### src/rtl/mastermind_game_ctrl.sv
`default_nettype none
// +----------------------------------------------------------------------------+
// | Module  : mastermind_game_ctrl                                             |
// | Brief   : MasterMind game sequencer: guess editing, sequential scoring,    |
// |           guess counting and packed 4x5-bit display drive.                 |
// |           Optional MM_LFSR_SECRET_EN: LFSR-generated secret + WON blink.   |
// | Revision: 1.0 - initial release                                            |
// +----------------------------------------------------------------------------+
module mastermind_game_ctrl #(
    parameter int NUM_COLORS  = 6,
    parameter int MAX_GUESSES = 10
) (
    input  logic        CLK,
    input  logic        RST,
    input  logic        SECRET_LOAD,
    input  logic [15:0] SECRET_IN,
    input  logic        BTN_NEXT,
    input  logic        BTN_INC,
    input  logic        BTN_SUBMIT,
    output logic [19:0] DISP_VALS,
    output logic [2:0]  SCORE_EXACT,
    output logic [2:0]  SCORE_PARTIAL,
    output logic        SCORE_VALID,
    output logic [3:0]  GUESS_NUM,
    output logic        BUSY,
    output logic        WON,
    output logic        LOST
);

    localparam logic [4:0] c_NUM_COLORS = 5'(NUM_COLORS);
    localparam logic [3:0] c_TOP_COLOR  = 4'(NUM_COLORS - 1);
    localparam logic [4:0] c_LAST_CYC   = 5'(NUM_COLORS + 3);
    localparam logic [3:0] c_MAX_GUESS  = 4'(MAX_GUESSES);

    typedef enum logic [2:0] {
        ST_IDLE   = 3'd0,
        ST_EDIT   = 3'd1,
        ST_SCORE  = 3'd2,
        ST_RESULT = 3'd3,
        ST_WON    = 3'd4,
        ST_LOST   = 3'd5
    } state_t;

    state_t      r_state;
    logic [3:0]  r_secret [4];
    logic [3:0]  r_guess  [4];
    logic [1:0]  r_cursor;
    logic [3:0]  r_guess_num;
    logic [2:0]  r_score_exact;
    logic [2:0]  r_score_partial;
    logic        r_score_valid;
    logic [4:0]  r_cnt;
    logic [2:0]  r_exact_acc;
    logic [2:0]  r_partial_acc;
    logic [2:0]  r_hist_g [16];
    logic [2:0]  r_hist_s [16];
    logic [19:0] r_disp;

    logic        w_auto_load;
    logic        w_load;
    logic [15:0] w_load_val;
    logic        w_won_hl;
    logic [3:0]  w_g;
    logic [3:0]  w_s;
    logic [3:0]  w_color;
    logic [2:0]  w_min;
    logic [2:0]  w_partial_next;
    logic [19:0] w_disp;

    function automatic logic [3:0] sanitize(input logic [3:0] d);
        return ({1'b0, d} < c_NUM_COLORS) ? d : 4'd0;
    endfunction

    function automatic logic [2:0] min3(input logic [2:0] a, input logic [2:0] b);
        return (a < b) ? a : b;
    endfunction

`ifdef MM_LFSR_SECRET_EN
    logic [15:0] r_lfsr;
    logic [23:0] r_blink_cnt;

    // Fibonacci LFSR, taps 16,14,13,11
    always_ff @(posedge CLK) begin
        if (RST) begin
            r_lfsr      <= 16'hACE1;
            r_blink_cnt <= '0;
        end else begin
            r_lfsr      <= {r_lfsr[14:0], r_lfsr[15] ^ r_lfsr[13] ^ r_lfsr[12] ^ r_lfsr[10]};
            r_blink_cnt <= r_blink_cnt + 24'd1;
        end
    end

    assign w_auto_load = BTN_SUBMIT &&
                         (r_state == ST_IDLE || r_state == ST_WON || r_state == ST_LOST);
    assign w_load_val  = SECRET_LOAD ? SECRET_IN : r_lfsr;
    assign w_won_hl    = r_blink_cnt[23];
`else
    assign w_auto_load = 1'b0;
    assign w_load_val  = SECRET_IN;
    assign w_won_hl    = 1'b1;
`endif

    assign w_load         = SECRET_LOAD | w_auto_load;
    assign w_g            = r_guess[r_cnt[1:0]];
    assign w_s            = r_secret[r_cnt[1:0]];
    assign w_color        = 4'(r_cnt - 5'd4);
    assign w_min          = min3(r_hist_g[w_color], r_hist_s[w_color]);
    assign w_partial_next = r_partial_acc + w_min;

    always_comb begin
        w_disp = '0;
        case (r_state)
            ST_EDIT: begin
                for (int i = 0; i < 4; i++)
                    w_disp[i*5 +: 5] = {r_cursor == 2'(i), r_guess[i]};
            end
            ST_SCORE: begin
                for (int i = 0; i < 4; i++)
                    w_disp[i*5 +: 5] = {1'b0, r_guess[i]};
            end
            ST_RESULT: begin
                w_disp[4:0] = {2'b10, r_score_exact};
                w_disp[9:5] = {2'b00, r_score_partial};
            end
            ST_WON: begin
                for (int i = 0; i < 4; i++)
                    w_disp[i*5 +: 5] = {w_won_hl, r_secret[i]};
            end
            ST_LOST: begin
                for (int i = 0; i < 4; i++)
                    w_disp[i*5 +: 5] = {1'b0, r_secret[i]};
            end
            default: w_disp = '0;
        endcase
    end

    always_ff @(posedge CLK) begin
        if (RST) begin
            r_state         <= ST_IDLE;
            r_cursor        <= '0;
            r_guess_num     <= '0;
            r_score_exact   <= '0;
            r_score_partial <= '0;
            r_score_valid   <= 1'b0;
            r_cnt           <= '0;
            r_exact_acc     <= '0;
            r_partial_acc   <= '0;
            r_disp          <= '0;
            for (int i = 0; i < 4; i++) begin
                r_secret[i] <= '0;
                r_guess[i]  <= '0;
            end
            for (int i = 0; i < 16; i++) begin
                r_hist_g[i] <= '0;
                r_hist_s[i] <= '0;
            end
        end else begin
            r_score_valid <= 1'b0;
            r_disp        <= w_disp;
            if (w_load) begin
                // New game; also aborts a scoring pass in flight
                for (int i = 0; i < 4; i++) begin
                    r_secret[i] <= sanitize(w_load_val[i*4 +: 4]);
                    r_guess[i]  <= '0;
                end
                r_cursor        <= '0;
                r_guess_num     <= '0;
                r_score_exact   <= '0;
                r_score_partial <= '0;
                r_state         <= ST_EDIT;
            end else begin
                case (r_state)
                    ST_EDIT: begin
                        if (BTN_SUBMIT) begin
                            r_guess_num   <= r_guess_num + 4'd1;
                            r_cnt         <= '0;
                            r_exact_acc   <= '0;
                            r_partial_acc <= '0;
                            for (int i = 0; i < 16; i++) begin
                                r_hist_g[i] <= '0;
                                r_hist_s[i] <= '0;
                            end
                            r_state <= ST_SCORE;
                        end else if (BTN_NEXT) begin
                            r_cursor <= r_cursor + 2'd1;
                        end else if (BTN_INC) begin
                            r_guess[r_cursor] <= (r_guess[r_cursor] == c_TOP_COLOR) ?
                                                 4'd0 : r_guess[r_cursor] + 4'd1;
                        end
                    end
                    ST_SCORE: begin
                        // Positions first, then one colour per cycle
                        if (r_cnt < 5'd4) begin
                            if (w_g == w_s) begin
                                r_exact_acc <= r_exact_acc + 3'd1;
                            end else begin
                                r_hist_g[w_g] <= r_hist_g[w_g] + 3'd1;
                                r_hist_s[w_s] <= r_hist_s[w_s] + 3'd1;
                            end
                        end else begin
                            r_partial_acc <= w_partial_next;
                        end
                        if (r_cnt == c_LAST_CYC) begin
                            r_score_exact   <= r_exact_acc;
                            r_score_partial <= w_partial_next;
                            r_score_valid   <= 1'b1;
                            if (r_exact_acc == 3'd4)
                                r_state <= ST_WON;
                            else if (r_guess_num == c_MAX_GUESS)
                                r_state <= ST_LOST;
                            else
                                r_state <= ST_RESULT;
                        end else begin
                            r_cnt <= r_cnt + 5'd1;
                        end
                    end
                    ST_RESULT: begin
                        if (BTN_SUBMIT || BTN_NEXT || BTN_INC) begin
                            r_cursor <= '0;
                            r_state  <= ST_EDIT;
                        end
                    end
                    default: ;
                endcase
            end
        end
    end

    assign DISP_VALS     = r_disp;
    assign SCORE_EXACT   = r_score_exact;
    assign SCORE_PARTIAL = r_score_partial;
    assign SCORE_VALID   = r_score_valid;
    assign GUESS_NUM     = r_guess_num;
    assign BUSY          = (r_state == ST_SCORE);
    assign WON           = (r_state == ST_WON);
    assign LOST          = (r_state == ST_LOST);

endmodule
`default_nettype wire

### config.mk
export PLATFORM = sky130hd
export DESIGN_NAME = mastermind_game_ctrl
export DESIGN_NICKNAME = d
export VERILOG_FILES = /design/src/rtl/mastermind_game_ctrl.sv
export SDC_FILE = /design/constraint.sdc
export NUM_CORES = 1
export LEC_CHECK = 0
export ABC_AREA = 1
export BUFFER_PORTS_ARGS = -buffer_cell sky130_fd_sc_hd__buf_2
export CORE_ASPECT_RATIO = 0.8
export CORE_MARGIN = 1.5
export CORE_UTILIZATION = 41
export CTS_CLUSTER_SIZE = 28
export DETAILED_ROUTE_END_ITERATION = 8
export GPL_TIMING_DRIVEN = 0
export PLACE_DENSITY = 0.62
export SETUP_SLACK_MARGIN = 0.5
export SYNTH_ARGS = -nofsm -noshare
export SYNTH_HDL_FRONTEND = slang
export SYNTH_SLANG_ARGS = --single-unit
export TNS_END_PERCENT = 5
### constraint.sdc
create_clock -name CLK -period 5 [get_ports CLK]
set_input_delay 1 -clock CLK [delete_from_list [all_inputs] [get_ports CLK]]
set_output_delay 1 -clock CLK [all_outputs]
set_load 0.03 [all_outputs]
# Word-level counts from Yosys, hierarchy flattened
# Memory sizes are Yosys's and may differ from the RTL's. A register that Yosys moved wholly into a read port is not among the register bits.
# Index checks and enable logic that the tools add are counted.
# op_classes
addsub	9
reduce_logical	20
eq_ne	25
n_mux	107
div_mod_pow	0
shifts	0
bitwise_logic	42
order_cmp	6
multipliers	0
# op_table
op	count
$mux W3	44
$mux W4	16
$pmux W10 S5	1
$or A1 B1 Y1	40
$pmux W10 S4	1
$mux W1	28
$mux W2	10
$reduce_and A4 Y1	5
$lt A4 B3 Y1 const B	4
$ne A2 B2 Y1 const B	6
$pmux W3 S2	2
$mux W5	2
$pmux W5 S2	1
$add A3 B1 Y3 const B	3
$eq A3 B3 Y1 const B	3
$pmux W3 S3	1
$reduce_or A3 Y1	3
$add A4 B1 Y4 const B	2
$eq A3 B2 Y1 const B	2
$ne A2 B1 Y1 const B	3
$ne A3 B3 Y1 const B	2
$add A5 B1 Y5 const B	1
$eq A5 B4 Y1 const B	1
$lt A5 B3 Y1 const B	1
other kinds (22)	27
# word_totals
word_cells	224
regBits	47
input_bits	22
latchBits	0
memories	4
output_inout_bits	34
ram_bits	128
rom_bits	0
# mem_list
memory	words	width	rd	rd_clocked_by_memory_dff	write_ports	line_no	text
r_hist_g	16	3	2	0	16	55	logic [2:0] r_hist_g [16];
r_hist_s	16	3	2	0	16	56	logic [2:0] r_hist_s [16];
r_guess	4	4	6	2	4	46	logic [3:0] r_guess [4];
r_secret	4	4	5	1	4	45	logic [3:0] r_secret [4];

# Longest topological paths before layout
# Gate-level depths: netlist of run 1.
# depth
word_depth	9
ltp_mapped	24
ltp_nobuf	23

# Worst setup path before layout of run 1
# Ideal clock, no wire load.
# synth_timing
path_kind	register -> register
from	register r_cnt[2]
to	register r_partial_acc[2]
required_time_ns	4.875
path_buffers	2
arrival_ns	3.300
stages_incl_launch_ff	22
setup_slack_ns	1.576
setup_time_ns	0.125
period_less_slack_ns	3.424
path_cell_list	dfxtp_1 -> clkbuf_1 -> inv_1 -> clkbuf_1 -> ha_1 -> inv_1 -> nand3_1 -> nand2_1 -> inv_1 -> ha_1 -> a21oi_1 -> nand2_1 -> nand2_1 -> nand2_1 -> ha_1 -> fa_1 -> xor2_1 -> inv_1 -> nand3_1 -> nand2_1 -> nand2_1 -> a21oi_1
# synth_via
elab_chain_len	7
elab_cells_between_ends	11
cone_classes	add/sub (2); order compare (2); eq/ne (1); mux (3); reduce/logical (1); memory (2)
# synth_lines
element	line_no	text
start, declared	52	logic [4:0] r_cnt;
start signal, assigned	214	r_cnt <= r_cnt + 5'd1;
$sub A4 B3 Y4	106	assign w_color = 4'(r_cnt - 5'd4);
$mem_v2 Z16 W3, on equally long branches	-	
$lt A3 B3 Y1	75	return (a < b) ? a : b;
$mux W3	75	
$add A3 B3 Y3	108	assign w_partial_next = r_partial_acc + w_min;
$mux W3	193	if (r_cnt < 5'd4) begin
$pmux W3 S2	172	case (r_state)
end signal, assigned	201	r_partial_acc <= w_partial_next;
end, declared	54	logic [2:0] r_partial_acc;
# Several ways; a longest one is shown, not always the timed one. The select of a mux whose other input is x is not followed.
# A chain may end at the register's enable or synchronous reset.

# Worst setup path after layout of run 1
# layout_timing
from	register r_cnt[0]
to	register r_partial_acc[2]
# The elaborated chain is that of the path after synthesis.

==> results of run 1 <==
-- logic make-up (layout without fill, tap and decap cells) --
| group | Yosys count | after routing |
|---|---|---|
| buffers and inverters | 150 | 236 |
| AOI/OAI and AO/OA | 182 | 182 |
| other | 1 | 4 |
| DFF | 179 | 179 |
| adders and majority gates | 20 | 20 |
| xor gates and xnor gates | 6 | 6 |
| and+or+nand+nor | 663 | 663 |
-- worst max-delay path by stage --
stage	from	end	slack [ps]
final	r_cnt[0]	r_partial_acc[2]	920
after global routing	r_cnt[0]	r_partial_acc[2]	510
after CTS	r_cnt[2]	r_partial_acc[2]	580
after detailed placement	r_cnt[0]	r_partial_acc[2]	400
after global placement	r_cnt[0]	r_partial_acc[2]	460
after floorplan	r_cnt[2]	r_partial_acc[2]	1580
-- through the flow --
step	setup WS, ps	area [µm²]	hold WS [ps]
3_3_place_gp	460.5	10210	465.0
3_5_place_dp	397.6	10210	470.9
2_1_floorplan	1576	9557	448.5
4_1_cts	579.5	10800	481.3
6_report	918.6	10820	478.5
5_1_grt	510.0	10820	486.6
-- flip-flops by register name (all words and copies together), names as in the netlist, 4 cells and up, named ones only --
signal,count
DISP_VALS,20
GUESS_NUM,4
r_cnt,5
r_guess,16
r_hist_g,48
r_hist_s,48
r_secret,16
-- layout by cell type (no fill, tap or decap), types with 4 or more instances in the layout --
cell       count
clkbuf_16     17
clkbuf_2       9
edfxtp_1     128
conb_1         4
o22ai_1       12
nand3_1       75
dfxtp_1       51
nor2_2        11
buf_2         61
clkinv_1       4
nand2_2        8
clkbuf_1      17
o211ai_1      13
a31oi_1        8
ha_1          18
nand4_1        4
xor2_1         4
inv_8          7
o21ai_0       67
buf_4          5
nor3_1         4
a22oi_1       17
nor2_1       239
a21oi_1       49
nand2_1      311
inv_1        103
nand3_2        4
o221ai_1       6
-- layout make-up --
| type | instances | area [µm²] |
|---|---|---|
| buffer | 40 | 196.4 |
| clock buffer | 17 | 425.4 |
| clock inverter | 15 | 162.7 |
| fill | 2293 | 11870 |
| inverter | 110 | 416.7 |
| multi-input combinational | 875 | 4100 |
| sequential | 179 | 4865 |
| tap | 306 | 382.9 |
| timing repair buffer | 54 | 270.3 |
-- cell usage after synthesis, types with 3 or more instances --
library cell and n:
nand4_1 4, nand3_2 4, nand2_2 8, clkbuf_1 26, o21ai_0 67, o22ai_1 12, nor2_1 239, nor3_1 4
buf_2 7, or2_2 3, inv_2 3, a22oi_1 17, nand2_1 311, nand3_1 75, nor2_2 11, edfxtp_1 128
ha_1 19, dfxtp_1 51, inv_1 103, o221ai_1 6, a21oi_1 50, xor2_1 4, a32o_1 3, buf_4 5
clkinv_1 4, o211ai_1 13, a31oi_1 8
-- routing by layer --
layer  vias up  wire (µm)  GRT usage
li1       4140          -          -
met1      4029      13700     0.3756
met2       400      11570     0.3373
met3        48       2959    0.05219
met4         0        429    0.06397
met5         -          0          0
-- power by group through the flow --
stage                     registers (mW)  clock network, mW  logic, mW
final                               1.68               1.35      0.394
after global placement              1.72                  0      0.383
after detailed placement            1.72                  0      0.385
after global routing                1.69               1.42      0.438
after floorplan                     1.70                  0      0.258
after CTS                           1.68               1.36      0.388
-- critical path: stages, from the launching register on --
cell and delay, ps:
dfxtp_1 380, clkbuf_2 270, clkinvlp_4 260, clkbuf_2 300, clkbuf_2 310, o21ai_0 210, o221ai_1 130, o211ai_1 130
nand2_1 130, inv_1 80, ha_1 220, nand2_1 70, inv_1 30, nand2_1 90, nand2_1 80, nand2_1 60
nand2_1 110, ha_1 220, fa_1 380, xor2_1 160, inv_1 50, nand3_1 90, nand2_1 80, nand2_1 40
a21oi_1 120
==> results.py, run 1 <==
metrics = {
    "yosys": {
        "yosysSeqAreaShare": 0.5096,
        "synth-xor-area-share": 0.005505,
        "syn-cell-area_um2": 9545,
        "synthArstFlopShare": 0,
        "yosysUniqueCellTypes": 41,
        "synth_edf_count": 128,
        "ys_ff_latch": 179,
        "synth_compound_area_frac": 0.1115,
        "yosysTopAreaCellShare": 0.4027,
        "synth_top_family_by_area": "simple AND/OR/NAND/NOR gates",
        "synth_ff_type": "edfxtp_1",
        "avgSynthCellArea_um2": 7.948,
        "yosys-top-cells-area": "edfxtp_1 (40%), nand2_1 (12%), dfxtp_1 (11%)",
        "yosys_warnings": 0,
        "synthAdderAreaFrac": 0.02700,
        "syn-instance-count": 1201,
        "synth.largest_area_cell": "edfxtp_1",
        "synth-simple-area-share": 0.2833,
        "synthMuxAreaShare": 0,
    },
    "timing": {
        "final-max-slew-violation-count": 0,
        "worstMarginPinSlew_ps": 1026,
        "rsz0062_at_grt": "no",
        "fmax_mhz": 245.0,
        "skew_ps": 20.12,
        "min_period_ps": 4081,
        "setup_viol": 0,
        "slew_headroom": 0.3117,
        "hold_viol": 0,
        "fin_crit_sh": 0.8163,
        "tns_ps": 0,
    },
    "power": {
        "internal_power_mw": 2.454,
        "ir_drop_mv": 0.3924,
        "p_sw_frac": 0.2851,
        "powerDensity_nw_per_um2": 317.3,
        "power_mw": 3.432,
        "p_seq_frac": 0.491,
        "cellLeakagePower_nw": 4.617,
        "p_comb_frac": 0.115,
        "net-switching-power_mw": 0.9787,
        "clkPwrFrac": 0.395,
    },
    "critical_path": {
        "r2r-start": "r_cnt[0]",
        "r2r_setup_slack_ps": 920,
        "crit_type": "reg2reg",
        "cp.arrival_ps": 4460,
        "cp-end-kind": "register",
        "r2r_end": "r_partial_acc[2]",
        "cp_data_required_time_ps": 5380,
        "start_kind": "register",
        "r2r_cells": 24,
        "cp_max_fo": 10,
    },
    "global_routing": {
        "antenna_found_initial": 0,
        "track_usage": 0.2421,
        "overflow": 0,
        "grt_start_max_net_pins": 26,
        "grt_pass1_wl_um": 44080,
        "grt_pass1_vias": 7768,
    },
    "hold_path": {
        "hp-start": "r_partial_acc[0]",
        "min_delay_path_depth": 2,
        "min_to": "r_partial_acc[0]",
        "hp-class": "reg2reg",
    },
    "flow_run": {
        "maxCapViolCount": 0,
    },
    "routing": {
        "vias_per_cell": 5.399,
        "routedWlPerCell_um": 17.95,
        "ant_nets": 0,
        "totalWireLength_um": 28650,
        "drtIter0Drc": 1116,
        "drc": 0,
        "firstDrtPassIters": 8,
        "vias": 8617,
    },
    "cts": {
        "clock_latency_ps": 450,
        "cts_buffers": 17,
        "htree_levels": 4,
        "path_clk_slew_ps": 70,
        "root_buffer": "clkbuf_16",
        "ctsHoldBuffers": 0,
        "clock_sinks": 179,
        "postCtsSetupRepairBufs": 0,
        "cts_tree": "yes",
        "clockBufferDepth": 2,
        "cts_resized": 3,
    },
    "placed_design": {
        "placed_cells": 1564,
        "gp_congestion": 0.9643,
        "hpwl_um": 21530,
        "port_buffers": 54,
    },
    "layout": {
        "num-nets-final": 1319,
        "finalCoreUtilization": 0.4769,
        "drive_above_1_share": 0.1109,
        "diodes": 0,
        "stdcell_count": 1596,
        "area_growth_pct": 13.34,
    },
    "die": {
        "die_w_um": 173.6,
        "rows": 49,
        "die-area_um2": 24210,
        "initial_core_util": 0.4208,
        "io_pins": 56,
        "core_um2": 22680,
        "die_height_um": 139.5,
    },
    "outcome": {
        "status": "finished, final reports clean",
    },
}
Power figures use the tool's default switching activity.
==> run 2: changes to the inputs <==
--- a/config.mk
+++ b/config.mk
@@ -5,7 +5,7 @@
 export SDC_FILE = /design/constraint.sdc
 export NUM_CORES = 1
 export LEC_CHECK = 0
-export ABC_AREA = 1
+export ABC_AREA = 0
 export BUFFER_PORTS_ARGS = -buffer_cell sky130_fd_sc_hd__buf_2
 export CORE_ASPECT_RATIO = 0.8
 export CORE_MARGIN = 1.5
@@ -13,7 +13,7 @@
 export CTS_CLUSTER_SIZE = 28
 export DETAILED_ROUTE_END_ITERATION = 8
 export GPL_TIMING_DRIVEN = 0
-export PLACE_DENSITY = 0.62
+export PLACE_DENSITY = 0.65
 export SETUP_SLACK_MARGIN = 0.5
 export SYNTH_ARGS = -nofsm -noshare
 export SYNTH_HDL_FRONTEND = slang
==> constraint.sdc (replaced) <==
create_clock -name CLK -period 3.7 [get_ports CLK]
set_input_delay 0.74 -clock CLK [delete_from_list [all_inputs] [get_ports CLK]]
set_output_delay 0.74 -clock CLK [all_outputs]
set_load 0.03 [all_outputs]
==> results.py, run 2 <==
metrics = {
    "outcome": {
        "status": "finished, violations left",
        "failed_checks": "setup timing",
    },
    "routing": {
        "firstDrtPassIters": 5,
        "totalWireLength_um": 27180,
        "vias": 7462,
        "ant_nets": 0,
        "drc": 0,
        "routedWlPerCell_um": 21.20,
        "drtIter0Drc": 788,
        "vias_per_cell": 5.821,
    },
    "cts": {
        "htree_levels": 4,
        "ctsHoldBuffers": 0,
        "clockBufferDepth": 2,
        "cts_buffers": 17,
        "clock_latency_ps": 450,
        "cts_tree": "yes",
        "path_clk_slew_ps": 70,
        "clock_sinks": 179,
        "root_buffer": "clkbuf_16",
    },
    "global_routing": {
        "track_usage": 0.2243,
        "antenna_found_initial": 0,
        "grt_pass1_wl_um": 40580,
        "grt_start_max_net_pins": 26,
        "grt_pass1_vias": 6987,
        "overflow": 0,
    },
    "yosys": {
        "synth_top_cells_by_count": "nor2_1 (189), edfxtp_1 (128), nand2_1 (109)",
        "synth_ff_type": "edfxtp_1",
        "yosysTopAreaCellShare": 0.4041,
        "avgSynthCellArea_um2": 11.15,
        "synthArstFlopShare": 0,
        "synth_most_common_cell": "nor2_1",
        "yosysSeqAreaShare": 0.5114,
        "ys_ff_latch": 179,
        "synth_edf_count": 128,
        "yosysUniqueCellTypes": 54,
        "yosys_warnings": 0,
        "synth.largest_area_cell": "edfxtp_1",
        "syn-cell-area_um2": 9513,
        "syn-instance-count": 853,
        "yosys-top-cells-area": "edfxtp_1 (40%), mux4_2 (14%), dfxtp_1 (11%)",
    },
    "layout": {
        "mostFrequentLayoutCell": "nor2_1",
        "layout_common_cells": "nor2_1 (140), edfxtp_1 (128), nand2_1 (104), buf_2 (60), mux4_2 (59)",
        "finalCoreUtilization": 0.5360,
        "diodes": 0,
        "drive_above_1_share": 0.3279,
        "num-nets-final": 1005,
        "multi_input_area_um2": 5097,
        "register_area_um2": 4872,
        "finish.instance_area_um2": 12130,
        "area_growth_pct": 27.46,
        "nFillCells": 1915,
    },
    "critical_path": {
        "r2r_cells": 15,
        "path_cells": "clkbuf_8 > clkinv_4 > ha_4 > clkbuf_16 > mux4_2 > mux2_2 > o21ai_2 > ha_4 > a21o_4 > o22a_4 > ha_4 > fa_2 > or4_1 > or3_1 > nand4_1",
        "r2r_setup_slack_ps": -220,
        "critPathTopFamily": "adder cells",
        "crit_start": "r_cnt[2]",
        "cp_data_required_time_ps": 4090,
        "critPathMaxStageDelay_ps": 460,
        "cp_max_fo": 10,
        "crit_type": "reg2reg",
        "worst-path-buf-inv": 3,
        "cp.arrival_ps": 4310,
        "cp.depth": 15,
        "r2r-start": "r_cnt[2]",
        "cp-end-kind": "register",
        "crit_path_top_delay_cell": "or4_1",
        "cp_common_cell": "ha_4",
        "start_kind": "register",
    },
    "hold_path": {
        "hp-class": "reg2reg",
        "hp-start": "r_exact_acc[1]",
        "min_delay_path_depth": 2,
    },
    "die": {
        "rows": 49,
        "die_w_um": 173.3,
        "core_um2": 22620,
        "io_pins": 56,
        "initial_core_util": 0.4205,
        "die-area_um2": 24130,
        "die_height_um": 139.2,
    },
    "placed_design": {
        "port_buffers": 55,
        "gp_congestion": 0.8606,
        "hpwl_um": 18870,
        "dpl_cell_area_um2": 10280,
    },
    "power": {
        "p_seq_frac": 0.456,
        "p_comb_frac": 0.172,
        "power_mw": 4.994,
        "net-switching-power_mw": 1.479,
        "ir_drop_mv": 0.3070,
        "powerDensity_nw_per_um2": 411.9,
        "p_sw_frac": 0.2962,
        "cellLeakagePower_nw": 4.394,
        "clkPwrFrac": 0.372,
        "internal_power_mw": 3.515,
    },
    "timing": {
        "setup_viol": 1,
        "slew_headroom": 0.1052,
        "skew_ps": 16.08,
        "fmax_mhz": 255.0,
        "rsz0062_at_grt": "yes",
        "worstMarginPinSlew_ps": 1342,
        "hold_viol": 0,
        "fin_crit_sh": 1.060,
        "final-max-slew-violation-count": 0,
        "setup_slack_ps": -221.0,
        "tns_ps": -221.0,
        "min_period_ps": 3921,
    },
    "flow_run": {
        "maxCapViolCount": 0,
    },
}
-- run 2: cell count changes after synthesis, moves of 12 or more --
cell,delta
o22ai_1,-12
o21ai_0,-57
mux2i_1,+26
inv_1,-86
o211ai_1,-13
mux4_2,+59
nand2_1,-202
nor2b_1,+14
nor2_1,-50
nand3_1,-62
-- run 2: layout make-up --
class                           instances  share of cell area
Sequential cell                       179              0.4018
Timing Repair Buffer                   88             0.05046
Multi-Input combinational cell        611              0.4204
Inverter                               20            0.007326
Buffer                                 46             0.03839
Clock inverter                         14             0.01290
Tap cell                              306             0.03158
Clock buffer                           18             0.03715
-- run 2: cell families after synthesis --
kind of cell,count (synthesis),synth area share
AO/OA/AOI/OAI,93,0.05879
buffers and inverters,66,0.03130
adder cells (fa/ha/maj),20,0.02709
flip-flops,179,0.5114
other,1,0.0003942
AND/OR/NAND/NOR,392,0.1848
multiplexers,87,0.1710
XOR/XNOR,15,0.01526
-- run 2: timing repair --
action | in CTS | in global routing
resized for setup | 92 | 124
setup endpoints to repair | 202 | 116
pin swaps | 34 | 63
gates cloned | 3 | 0
setup buffers | 23 | 6
-- run 2: path summary, 6_finish.rpt --
check	to
setup / recovery	r_partial_acc[2]
hold / removal	SCORE_EXACT[1]
setup reg to reg	r_partial_acc[2]
hold reg to reg	SCORE_EXACT[1]
-- run 2: metrics by stage --
step                      cells  setup WS (ps)  hold WS (ps)
after CTS                  1275         -235.8         481.4
after detailed placement   1217         -935.9         473.2
final                      1282         -221.0         484.0
after global placement     1217         -926.4         464.5
after floorplan             856         -164.5         448.6
after global routing       1282         -276.6         512.4
-- run 2: power groups by stage --
stage	Combinational (mW)	Clock, mW	Sequential, mW
after floorplan	0.383	0	2.30
after global placement	0.559	0	2.32
after detailed placement	0.561	0	2.32
after CTS	0.713	1.86	2.27
after global routing	0.900	1.94	2.28
final	0.861	1.86	2.28
-- run 2: layer usage --
metal,wire length (µm),track usage,part of all wire,vias to the layer above
li1,-,-,-,3335
met1,12110,0.3314,0.45,3681
met2,11630,0.3223,0.43,397
met3,2918,0.06393,0.11,49
met4,523,0.06087,0.019,0
met5,0,0,0,-
-- run 2: worst reg2reg max path: stages (launching register included) --
cell	delay [ps]
dfxtp_2	340
clkbuf_8	140
clkinv_4	80
ha_4	290
clkbuf_16	160
mux4_2	290
mux2_2	320
o21ai_2	200
ha_4	250
a21o_4	240
o22a_4	210
ha_4	160
fa_2	350
or4_1	460
or3_1	310
nand4_1	70
